<file path="config.mk">
export PLATFORM = sky130hd
export DESIGN_NAME = pushbutton_conditioner
export DESIGN_NICKNAME = d
export VERILOG_FILES = /design/src/rtl/btn_pkg.sv /design/src/rtl/btn_channel.sv /design/src/rtl/pushbutton_conditioner.sv
export SDC_FILE = /design/constraint.sdc
export NUM_CORES = 1
export LEC_CHECK = 0
export CAP_MARGIN = 5
export CELL_PAD_IN_SITES_DETAIL_PLACEMENT = 1
export CELL_PAD_IN_SITES_GLOBAL_PLACEMENT = 2
export CORE_MARGIN = 2
export CORE_UTILIZATION = 39
export DETAILED_ROUTE_END_ITERATION = 10
export DONT_BUFFER_PORTS = 1
export PLACE_DENSITY = 0.83
export RECOVER_POWER = 100
export SYNTH_ARGS = -nofsm -noshare
export SYNTH_HDL_FRONTEND = slang
export SYNTH_HIERARCHICAL = 1
export SYNTH_SLANG_ARGS = --single-unit
</file>
<file path="constraint.sdc">
create_clock -name clk -period 2.7 [get_ports clk]
set_input_delay 0.27 -clock clk [delete_from_list [all_inputs] [get_ports clk]]
set_output_delay 0.27 -clock clk [all_outputs]
set_load 0.03 [all_outputs]
</file>
<file path="src/rtl/btn_pkg.sv">
// rtl/btn_pkg.sv - shared states, default timing constants and helpers for the push-button conditioner
package btn_pkg;

  typedef enum logic [2:0] {
    IDLE,
    PRESS_WAIT,
    PRESSED,
    REPEAT,
    RELEASE_WAIT
  } btn_state_e;

  // Default cycle counts for a 100 MHz clock.
  localparam int DEB_10MS   = 1_000_000;
  localparam int HOLD_500MS = 50_000_000;
  localparam int REP_100MS  = 10_000_000;

  // Largest of three timing values; sizes the shared per-channel counter.
  function automatic int max3(input int a, input int b, input int c);
    int m;
    m = (a > b) ? a : b;
    return (m > c) ? m : c;
  endfunction

endpackage

</file>
<file path="src/rtl/btn_channel.sv">
// rtl/btn_channel.sv - one button: 2-flop synchronizer, debounce/hold/repeat counter and FSM
module btn_channel
  import btn_pkg::*;
#(
  parameter int DEBOUNCE_CYCLES = DEB_10MS,
  parameter int HOLD_CYCLES     = HOLD_500MS,
  parameter int REPEAT_CYCLES   = REP_100MS,
  parameter int REPEAT_EN       = 1
) (
  input  logic clk,
  input  logic btnC,
  input  logic raw,
  output logic pulse,
  output logic level
);

  // One counter serves every timed state, so it is sized for the longest interval.
  localparam int CNT_W = $clog2(max3(DEBOUNCE_CYCLES, HOLD_CYCLES, REPEAT_CYCLES));

  localparam logic [CNT_W-1:0] DEB_LAST  = CNT_W'(DEBOUNCE_CYCLES - 1);
  localparam logic [CNT_W-1:0] HOLD_LAST = CNT_W'(HOLD_CYCLES - 1);
  localparam logic [CNT_W-1:0] REP_LAST  = CNT_W'(REPEAT_CYCLES - 1);
  localparam logic [CNT_W-1:0] CNT_MAX   = '1;

  logic [1:0]       sync_q;
  logic             s;
  btn_state_e       state_q, state_d;
  logic [CNT_W-1:0] cnt_q, cnt_d;
  logic             pulse_q, pulse_d;
  logic             level_q, level_d;

  assign s     = sync_q[1];
  assign pulse = pulse_q;
  assign level = level_q;

  // Bring the asynchronous button into the clock domain.
  always_ff @(posedge clk) begin
    if (btnC) sync_q <= 2'b00;
    else      sync_q <= {sync_q[0], raw};
  end

  // State, counter and registered outputs.
  always_ff @(posedge clk) begin
    if (btnC) begin
      state_q <= IDLE;
      cnt_q   <= '0;
      pulse_q <= 1'b0;
      level_q <= 1'b0;
    end else begin
      state_q <= state_d;
      cnt_q   <= cnt_d;
      pulse_q <= pulse_d;
      level_q <= level_d;
    end
  end

  // Next-state logic; the counter restarts on every state change.
  always_comb begin
    state_d = state_q;
    cnt_d   = cnt_q;
    pulse_d = 1'b0;
    level_d = level_q;
    unique case (state_q)
      IDLE: begin
        level_d = 1'b0;
        if (s) begin
          state_d = PRESS_WAIT;
          cnt_d   = '0;
        end
      end
      PRESS_WAIT: begin
        if (!s) begin
          state_d = IDLE;
          cnt_d   = '0;
        end else if (cnt_q == DEB_LAST) begin
          state_d = PRESSED;
          cnt_d   = '0;
          level_d = 1'b1;
          pulse_d = 1'b1;
        end else begin
          cnt_d = cnt_q + CNT_W'(1);
        end
      end
      PRESSED: begin
        if (!s) begin
          state_d = RELEASE_WAIT;
          cnt_d   = '0;
        end else if ((REPEAT_EN != 0) && (cnt_q == HOLD_LAST)) begin
          state_d = REPEAT;
          cnt_d   = '0;
          pulse_d = 1'b1;
        end else if (cnt_q != CNT_MAX) begin
          // Saturates during an indefinite hold when repeat is disabled.
          cnt_d = cnt_q + CNT_W'(1);
        end
      end
      REPEAT: begin
        if (!s) begin
          state_d = RELEASE_WAIT;
          cnt_d   = '0;
        end else if (cnt_q == REP_LAST) begin
          cnt_d   = '0;
          pulse_d = 1'b1;
        end else begin
          cnt_d = cnt_q + CNT_W'(1);
        end
      end
      RELEASE_WAIT: begin
        level_d = 1'b1;
        if (s) begin
          // Release bounce: resume holding with a fresh hold interval.
          state_d = PRESSED;
          cnt_d   = '0;
        end else if (cnt_q == DEB_LAST) begin
          state_d = IDLE;
          cnt_d   = '0;
          level_d = 1'b0;
        end else begin
          cnt_d = cnt_q + CNT_W'(1);
        end
      end
      default: begin
        state_d = IDLE;
        cnt_d   = '0;
        level_d = 1'b0;
      end
    endcase
  end

endmodule

</file>
<file path="src/rtl/pushbutton_conditioner.sv">
// rtl/pushbutton_conditioner.sv - two independent debounced, auto-repeating button channels
module pushbutton_conditioner
  import btn_pkg::*;
#(
  parameter int DEBOUNCE_CYCLES = DEB_10MS,
  parameter int HOLD_CYCLES     = HOLD_500MS,
  parameter int REPEAT_CYCLES   = REP_100MS,
  parameter int REPEAT_EN       = 1
) (
  input  logic clk,
  input  logic btnC,
  input  logic btnU,
  input  logic btnR,
  output logic up_pulse,
  output logic ten_pulse,
  output logic up_level,
  output logic ten_level
);

  btn_channel #(
    .DEBOUNCE_CYCLES(DEBOUNCE_CYCLES),
    .HOLD_CYCLES    (HOLD_CYCLES),
    .REPEAT_CYCLES  (REPEAT_CYCLES),
    .REPEAT_EN      (REPEAT_EN)
  ) u_up (
    .clk  (clk),
    .btnC (btnC),
    .raw  (btnU),
    .pulse(up_pulse),
    .level(up_level)
  );

  btn_channel #(
    .DEBOUNCE_CYCLES(DEBOUNCE_CYCLES),
    .HOLD_CYCLES    (HOLD_CYCLES),
    .REPEAT_CYCLES  (REPEAT_CYCLES),
    .REPEAT_EN      (REPEAT_EN)
  ) u_ten (
    .clk  (clk),
    .btnC (btnC),
    .raw  (btnR),
    .pulse(ten_pulse),
    .level(ten_level)
  );

endmodule

</file>
; After elaboration in Yosys (flattened, before gate mapping)
; Index checks and enable logic that the tools add are counted.
[word_totals]
regBits = 66
latchBits = 0
mem_bits_rw = 0
romBits = 0
output_inout_bits = 4
elab_cells = 118
mem_count = 0
[op_classes]
n_addsub = 2
multipliers = 0
div = 0
n_lt_le_gt_ge = 0
n_eq_ne = 32
shifts = 0
mux = 62
bitwise_logic = 2
n_reduce_logical = 10
[ops]
columns = operator, n
row1 = $mux 26, 18
row2 = $pmux 26 s5, 2
row3 = $add 26x1->26 const B, 2
row4 = $eq 26x20->1 const B, 2
row5 = $eq 26x24->1 const B, 2
row6 = $eq 26x26->1 const B, 2
row7 = $ne 26x26->1 const B, 2
row8 = $mux 3, 16
row9 = $pmux 3 s5, 2
row10 = $mux 1, 20
row11 = $eq 3x2->1 const B, 4
row12 = $ne 2x1->1 const B, 6
row13 = $ne 3x3->1 const B, 4
row14 = $pmux 1 s3, 4
row15 = $reduce_and 5->1, 2
row16 = $ne 4x4->1 const B, 2
row17 = $eq 3x1->1 const B, 2
row18 = $eq 3x3->1 const B, 2
row19 = $logic_not 3->1, 2
row20 = $ne 3x1->1 const B, 2
row21 = $reduce_and 3->1, 2
row22 = $ne 2x2->1 const B, 2
row23 = $reduce_and 2->1, 2
row24 = $reduce_or 2->1, 2
row25 = $not 1->1, 2

; Logic depth before layout (Yosys ltp)
; Gate-level depths: netlist (run 1).
[logic_depth]
ltp_word = 5
ltp_mapped = 10
mapped_depth_nobuf = 7

; Modules after synthesis
; Netlist (run 1), hierarchy kept.
[modules_own_cells]
columns = module, instances, cells_each, area_per_inst_um2, seq_area_each_um2
row1 = btn_channel at u_up, 1, 278, 2173.3, 660.6
row2 = btn_channel at u_ten, 1, 269, 2107.0, 660.6

; Worst setup path before layout (run 1)
; No wires, ideal clock.
[synth_timing]
kind = register to register
from = reg u_ten.cnt_q[0]
to = reg u_ten.cnt_q[3]
setup_ns = 0.117
arrival_ns = 2.166
t_required_ns = 2.583
setup_slack_ns = 0.417
path_stages_with_launch = 9
path_buffers = 1
path_cell_list = dfxtp_1 ha_1 nand4_1 nor4b_2 a31oi_1 a211o_4 buf_6 a31o_1 a22o_1
[synth_between]
elab_chain_len = 5
elab_cells_between_ends = 16
cone_classes = 1 x add/sub / 5 x eq/ne / 9 x mux / 1 x reduce/logical
[synth_rtl]
columns = item, line_no
row1 = from (decl), btn_channel.sv:28  ; logic [CNT_W-1:0] cnt_q, cnt_d;
row2 = from (signal assigned), btn_channel.sv:51  ; cnt_q <= cnt_d;
row3 = $add 26x1->26, --
row4 = $mux 26, btn_channel.sv:92  ; end else if (cnt_q != CNT_MAX) begin
row5 = $mux 26, btn_channel.sv:88  ; end else if ((REPEAT_EN != 0) && (cnt_q == HOLD_LAST)) begin
row6 = $mux 26, btn_channel.sv:85  ; if (!s) begin
row7 = $pmux 26 s5, btn_channel.sv:63  ; unique case (state_q)
; Parallel ways exist; a longest one is shown, timed or not. The select of a mux whose other input is x is not followed.
; A chain may end at the register's enable or synchronous reset.

; Final worst setup path (run 1)
[layout_timing]
from = reg u_ten.cnt_q[0]
to = reg u_ten.cnt_q[2]
; Same word-level chain as after synthesis.

==> results_dict.tcl, run 1 <==
set metrics [dict create \
    p_leak_nw 1.63 \
    fin_worst_skew_ns 0.0140 \
    crit_type "reg2reg" \
    grt_pass1_vias 4569 \
    worstPathRequired_ns 2.95 \
    drtPass1Iterations 4 \
    synthTopCellsByCount "66 x dfxtp_1, 50 x nand2_1, 50 x nand3_1" \
    totalWireLength_mm 14.2 \
    endpoint_kind "register" \
    postSynthAreaPerCell_um2 7.83 \
    drc 0 \
    cts_buffers 9 \
    numPortBuffers 0 \
    clk_path_buf_depth 2 \
    synth_ff_type "dfxtp_1" \
    setup_tns_ns 0 \
    diodes 0 \
    synth_area_leader_cell "dfxtp_1" \
    layout-drive-gt1-share_pct 15.2 \
    multiInputGateArea_mm2 0.00272 \
    hold_viol_final 0 \
    regArea_mm2 0.00132 \
    die_w_um 109 \
    clock-sinks 66 \
    synthTopCellsByArea "dfxtp_1 31%, nand3_1 5.8%, nand4_1 5.4%, nand2_1 4.4%, nor2_1 3.5%" \
    synth_cell_types 78 \
    tightestPinTransition_ns 1.05 \
    slew_headroom_pct 29.6 \
    detail-route-antenna-nets 0 \
    hpwl_mm 10.1 \
    cts_tree "done" \
    drv_slew 0 \
    htreeDepth 3 \
    vdd_drop_max_uv 187 \
    initial_core_util_pct 39.7 \
    cap_violations 0 \
    synth_edf_count 0 \
    post-route-util_pct 44.5 \
    fmax_ghz 0.394 \
    worstPathArrival_ns 2.78 \
    area_delta_synth_final_pct 12.2 \
    place.gp.congestion 0.902 \
    rsz0062_at_grt "false" \
    p_total_mw 1.90 \
    antenna_found_initial 0 \
    grtUsageTotal_pct 25.0 \
    async_flop_share_pct 0 \
    n_fill_cell 1331 \
    grt_start_max_net_pins 29 \
    coreArea_mm2 0.0108 \
    cp_slowest_cell "dfxtp_1" \
    start_kind "register" \
    synth_top_area_share_pct 30.9 \
    grt_overflow_total 0 \
    synth_area_mm2 0.00428 \
    synth_seq_cells 66 \
    yosys_warnings 6 \
    cts_root_buffer "clkbuf_8" \
    die_y_um 109 \
    slowest_delay_ns 0.39 \
    vias_per_cell 6.27 \
    clk_pin_slew_worst_paths_ns 0.07 \
    post-route-period-util_pct 94.0 \
    ys_seq_area_share_pct 30.9 \
    min_period_ns 2.54 \
    grt_pass1_wl_mm 22.9 \
    insertion_delay_ns 0.35 \
    design.final.nets 568 \
    ios 8 \
    path_cells "ha_1, nand4_1, buf_4, nor4b_4, a21oi_1, a211oi_2, buf_12, nor3_2, buf_2, a22o_1" \
    powerDensity_mw_per_mm2 395 \
    syn_inst 547 \
    vias 4428 \
    die_area_mm2 0.0118 \
    drt_iter0_drc 180 \
    wl_per_cell_um 20.1 \
    status "completed" \
    min_path_type "in2reg" \
    row_count 38 \
    setup_viol 0 \
    yosysMostFrequentCell "dfxtp_1" \
    synth_nets 553 \
    cp_max_fo 8 \
]
==> state kept, by name (all words and copies together), names as in the netlist <==
signal         count
u_up/level         1
u_ten/level        1
u_up/state_q       3
u_up/cnt_q        26
u_ten/pulse        1
u_ten/sync_q       2
u_ten/state_q      3
u_up/sync_q        2
u_up/pulse         1
u_ten/cnt_q       26
==> logic make-up after synthesis <==
family                   share of synthesized area (%)
multiplexers                                     0.263
XOR/XNOR                                          1.23
AO/OA/AOI/OAI                                     18.0
adder cells (fa/ha/maj)                          0.585
flip-flops                                        30.9
buffers and inverters                             5.70
AND/OR/NAND/NOR                                   43.3
==> critical path, delay by kind of cell (launching register included) <==
kind,cells,cell delay [ns]
DFF,1,0.39
buffers and inverters,3,0.54
adders and majority gates,1,0.25
AOI/OAI and AO/OA,3,0.82
and+or+nand+nor,3,0.44
==> timing repair <==
action | in CTS | in global routing
setup endpoints to repair | 0 | 23
buffers inserted | 0 | 1
hold buffers | 1 | 0
gates resized for setup | 0 | 3
endpoints found under the hold margin | 21 | 0
==> worst paths after layout <==
check | start | endpoint | slack [ns] | cells past startpoint
max | u_ten/cnt_q[0] | u_ten/cnt_q[2] | 0.16 | 10
max reg2reg | u_ten/cnt_q[0] | u_ten/cnt_q[2] | 0.16 | 10
min reg2reg | u_ten/sync_q[0] | u_ten/sync_q[1] | 0.44 | 1
min | btnC | u_up/cnt_q[4] | 0.05 | 1
==> stage by stage <==
step	std cells	area (µm²)	setup WS, ns	hold WS, ns
final	706	4800	0.162	0.0467
after global routing	706	4800	0.0305	0.0236
after CTS	705	4810	0.0141	0.00706
after detailed placement	689	4610	0.0268	0.345
after global placement	689	4610	0.138	0.345
after floorplan	547	4280	0.417	0.398
==> report_power, final <==
group | total [mW] | switching (mW) | internal (mW)
logic | 0.0974 | 0.0648 | 0.0326
clock network | 0.818 | 0.392 | 0.426
registers | 0.983 | 0.00619 | 0.977
total | 1.90 | 0.463 | 1.44
==> cells in the final DEF (no fill, tap or decap), types with 5 or more instances in the layout <==
master and instances:
nor4_2 5, nand4b_1 6, inv_1 12, o31ai_1 6, nor2_1 40, nand3_1 50
nor3b_1 5, o21ai_1 5, dfxtp_1 66, nor4_1 10, buf_4 37, xor2_1 5
a21oi_1 26, nand3b_1 9, and4_1 9, nand4_1 37, o21ai_0 11, a22o_1 9
and3_1 12, and4b_1 5, clkbuf_8 13, nand2_1 50, a31oi_1 9, or4_1 8
nor3_1 16, or3_1 7, nor2b_1 6
==> area by class of cell <==
type | instances | area share, %
flip-flops and latches | 66 | 27.5
well taps | 140 | 3.65
repair buffers | 45 | 7.24
inverters | 13 | 1.02
clock buffers | 13 | 3.72
clock inverters | 2 | 0.208
multi-input cells | 427 | 56.7
==> layer usage <==
layer	up-vias	routed length, µm	track usage [%]
li1	2113	-	-
met1	2192	6120	28.3
met2	91	7270	44.9
met3	32	421	4.36
met4	0	374	12.4
met5	-	0	0
(Power assumes the default switching activity.)
==> run 2: changes to the inputs <==
==> constraint.sdc (replaced) <==
create_clock -name clk -period 2.7 [get_ports clk]
set_input_delay 0.81 -clock clk [delete_from_list [all_inputs] [get_ports clk]]
set_output_delay 0.81 -clock clk [all_outputs]
set_load 0.03 [all_outputs]
==> results_dict.tcl, run 2 (synthesis results as in run 1) <==
set metrics [dict create \
    cts_buffers 9 \
    final_common_cell "dfxtp_1" \
    ctsHoldBuffers 0 \
    p_sw_mw 0.502 \
    drtPass1Iterations 5 \
    p_clk_share_pct 47.8 \
    cap_violations 0 \
    endpoint_kind "register" \
    slew_headroom_pct 38.2 \
    p_sw_share_pct 24.4 \
    drt_iter0_drc 170 \
    grtUsageTotal_pct 24.4 \
    grt_overflow_total 0 \
    start_kind "register" \
    drc 0 \
    fin_worst_skew_ns 0.00683 \
    grt_pass1_wl_mm 22.7 \
    coreArea_mm2 0.0108 \
    die_area_mm2 0.0118 \
    p_total_mw 2.06 \
    crit_type "reg2reg" \
    die_y_um 109 \
    vdd_drop_max_uv 297 \
    mostFrequentLayoutCells "66 x dfxtp_1, 51 x nand3_1, 50 x nand2_1, 40 x nor2_1, 39 x buf_4" \
    place.gp.congestion 0.877 \
    htreeDepth 3 \
    die_w_um 109 \
    wl_per_cell_um 19.5 \
    initial_core_util_pct 39.7 \
    cp_max_fo 8 \
    pre_cts_ws_ns -0.0293 \
    hpwl_mm 9.96 \
    powerDensity_mw_per_mm2 425 \
    worstPathRequired_ns 2.95 \
    final_area_mm2 0.00484 \
    worstPathArrival_ns 2.84 \
    detail-route-antenna-nets 0 \
    clk_path_buf_depth 2 \
    design.final.nets 568 \
    fmax_ghz 0.386 \
    antenna_found_initial 0 \
    layout-drive-gt1-share_pct 15.7 \
    grt_pass1_vias 4534 \
    drv_slew 0 \
    setup_viol 0 \
    grt_start_max_net_pins 49 \
    reg_top3 "u_ten/cnt_q (26), u_up/cnt_q (26)" \
    row_count 38 \
    cts_root_buffer "clkbuf_8" \
    dpl_cell_area_mm2 0.00461 \
    min_path_type "reg2reg" \
    clk_pin_slew_worst_paths_ns 0.08 \
    area_delta_synth_final_pct 13.1 \
    layout_setup_ws_ns 0.112 \
    pwr-share-seq_pct 47.8 \
    insertion_delay_ns 0.36 \
    post-route-period-util_pct 95.9 \
    numPortBuffers 0 \
    whs_ns 0.436 \
    p_int_mw 1.56 \
    diodes 0 \
    clock-sinks 66 \
    ios 8 \
    tightestPinTransition_ns 0.928 \
    hold_viol_final 0 \
    vias 4471 \
    vias_per_cell 6.32 \
    min_period_ns 2.59 \
    p_leak_nw 1.66 \
    totalWireLength_mm 13.8 \
    cts_tree "done" \
    combinationalPowerShare_pct 4.4 \
    setup_tns_ns 0 \
    status "completed" \
]
[run 2: cell count changes in the layout (fill, tap and decap cells not counted), sizes merged]
cell         previous run  this run
inv                    12        13
clkbuf                 17        13
dlygate4sd3             1         0
bufinv                  0         2
clkinv                  3         2
clkinvlp                0         2
buf                    40        42
[run 2: power groups by stage]
stage | combinational (mW) | clock, mW | sequential, mW
final | 0.0898 | 0.984 | 0.983
after global routing | 0.0972 | 1.06 | 0.984
after CTS | 0.0901 | 1.01 | 0.983
after detailed placement | 0.0896 | 0 | 1.01
after global placement | 0.0873 | 0 | 1.01
after floorplan | 0.0690 | 0 | 1.00
[run 2: final cells by class]
type / instances / area (µm²)
Clock buffer: 10 / 138
Fill cell: 1301 / 5950
Clock inverter: 6 / 88.8
Multi-Input combinational cell: 427 / 2720
Timing Repair Buffer: 45 / 350
Sequential cell: 66 / 1320
Tap cell: 140 / 175
Inverter: 13 / 48.8
[run 2: path summary, 6_finish.rpt]
path / startpoint / to / slack (ns) / depth (start not counted)
min: u_ten/sync_q[0] / u_ten/sync_q[1] / 0.44 / 1
min reg2reg: u_ten/sync_q[0] / u_ten/sync_q[1] / 0.44 / 1
max: u_ten/cnt_q[0] / u_ten/cnt_q[22] / 0.11 / 10
max reg2reg: u_ten/cnt_q[0] / u_ten/cnt_q[22] / 0.11 / 10
[run 2: through the flow]
step / util [%] / cells
global route: 44.8 / 707
finish: 44.8 / 707
detailed placement: 42.7 / 689
global placement: 42.7 / 689
CTS: 44.9 / 705
floorplan: - / 547
[run 2: repair_timing]
| item | CTS | global route |
|---|---|---|
| gates resized for setup | 2 | 0 |
| endpoints found under the setup margin | 10 | 14 |
| buffers inserted | 0 | 2 |
| gates cloned | 0 | 0 |
| pin swaps | 1 | 2 |
[run 2: routing by layer]
| metal | vias up | global-route usage, % | wire, µm |
|---|---|---|---|
| met1 | 2226 | 27.5 | 5740 |
| met4 | 0 | 11.3 | 432 |
| li1 | 2120 | - | - |
| met2 | 90 | 43.3 | 7190 |
| met3 | 35 | 5.86 | 446 |
| met5 | - | 0 | 0 |
[run 2: critical path, cell delays in order (launching register included)]
cell and delay, ns:
dfxtp_1 0.39, ha_1 0.25, nand4_1 0.11, buf_4 0.18, nor4b_4 0.30, a31oi_1 0.25, a211oi_2 0.35, buf_12 0.17
nor3_2 0.05, buf_2 0.19, a22o_1 0.24
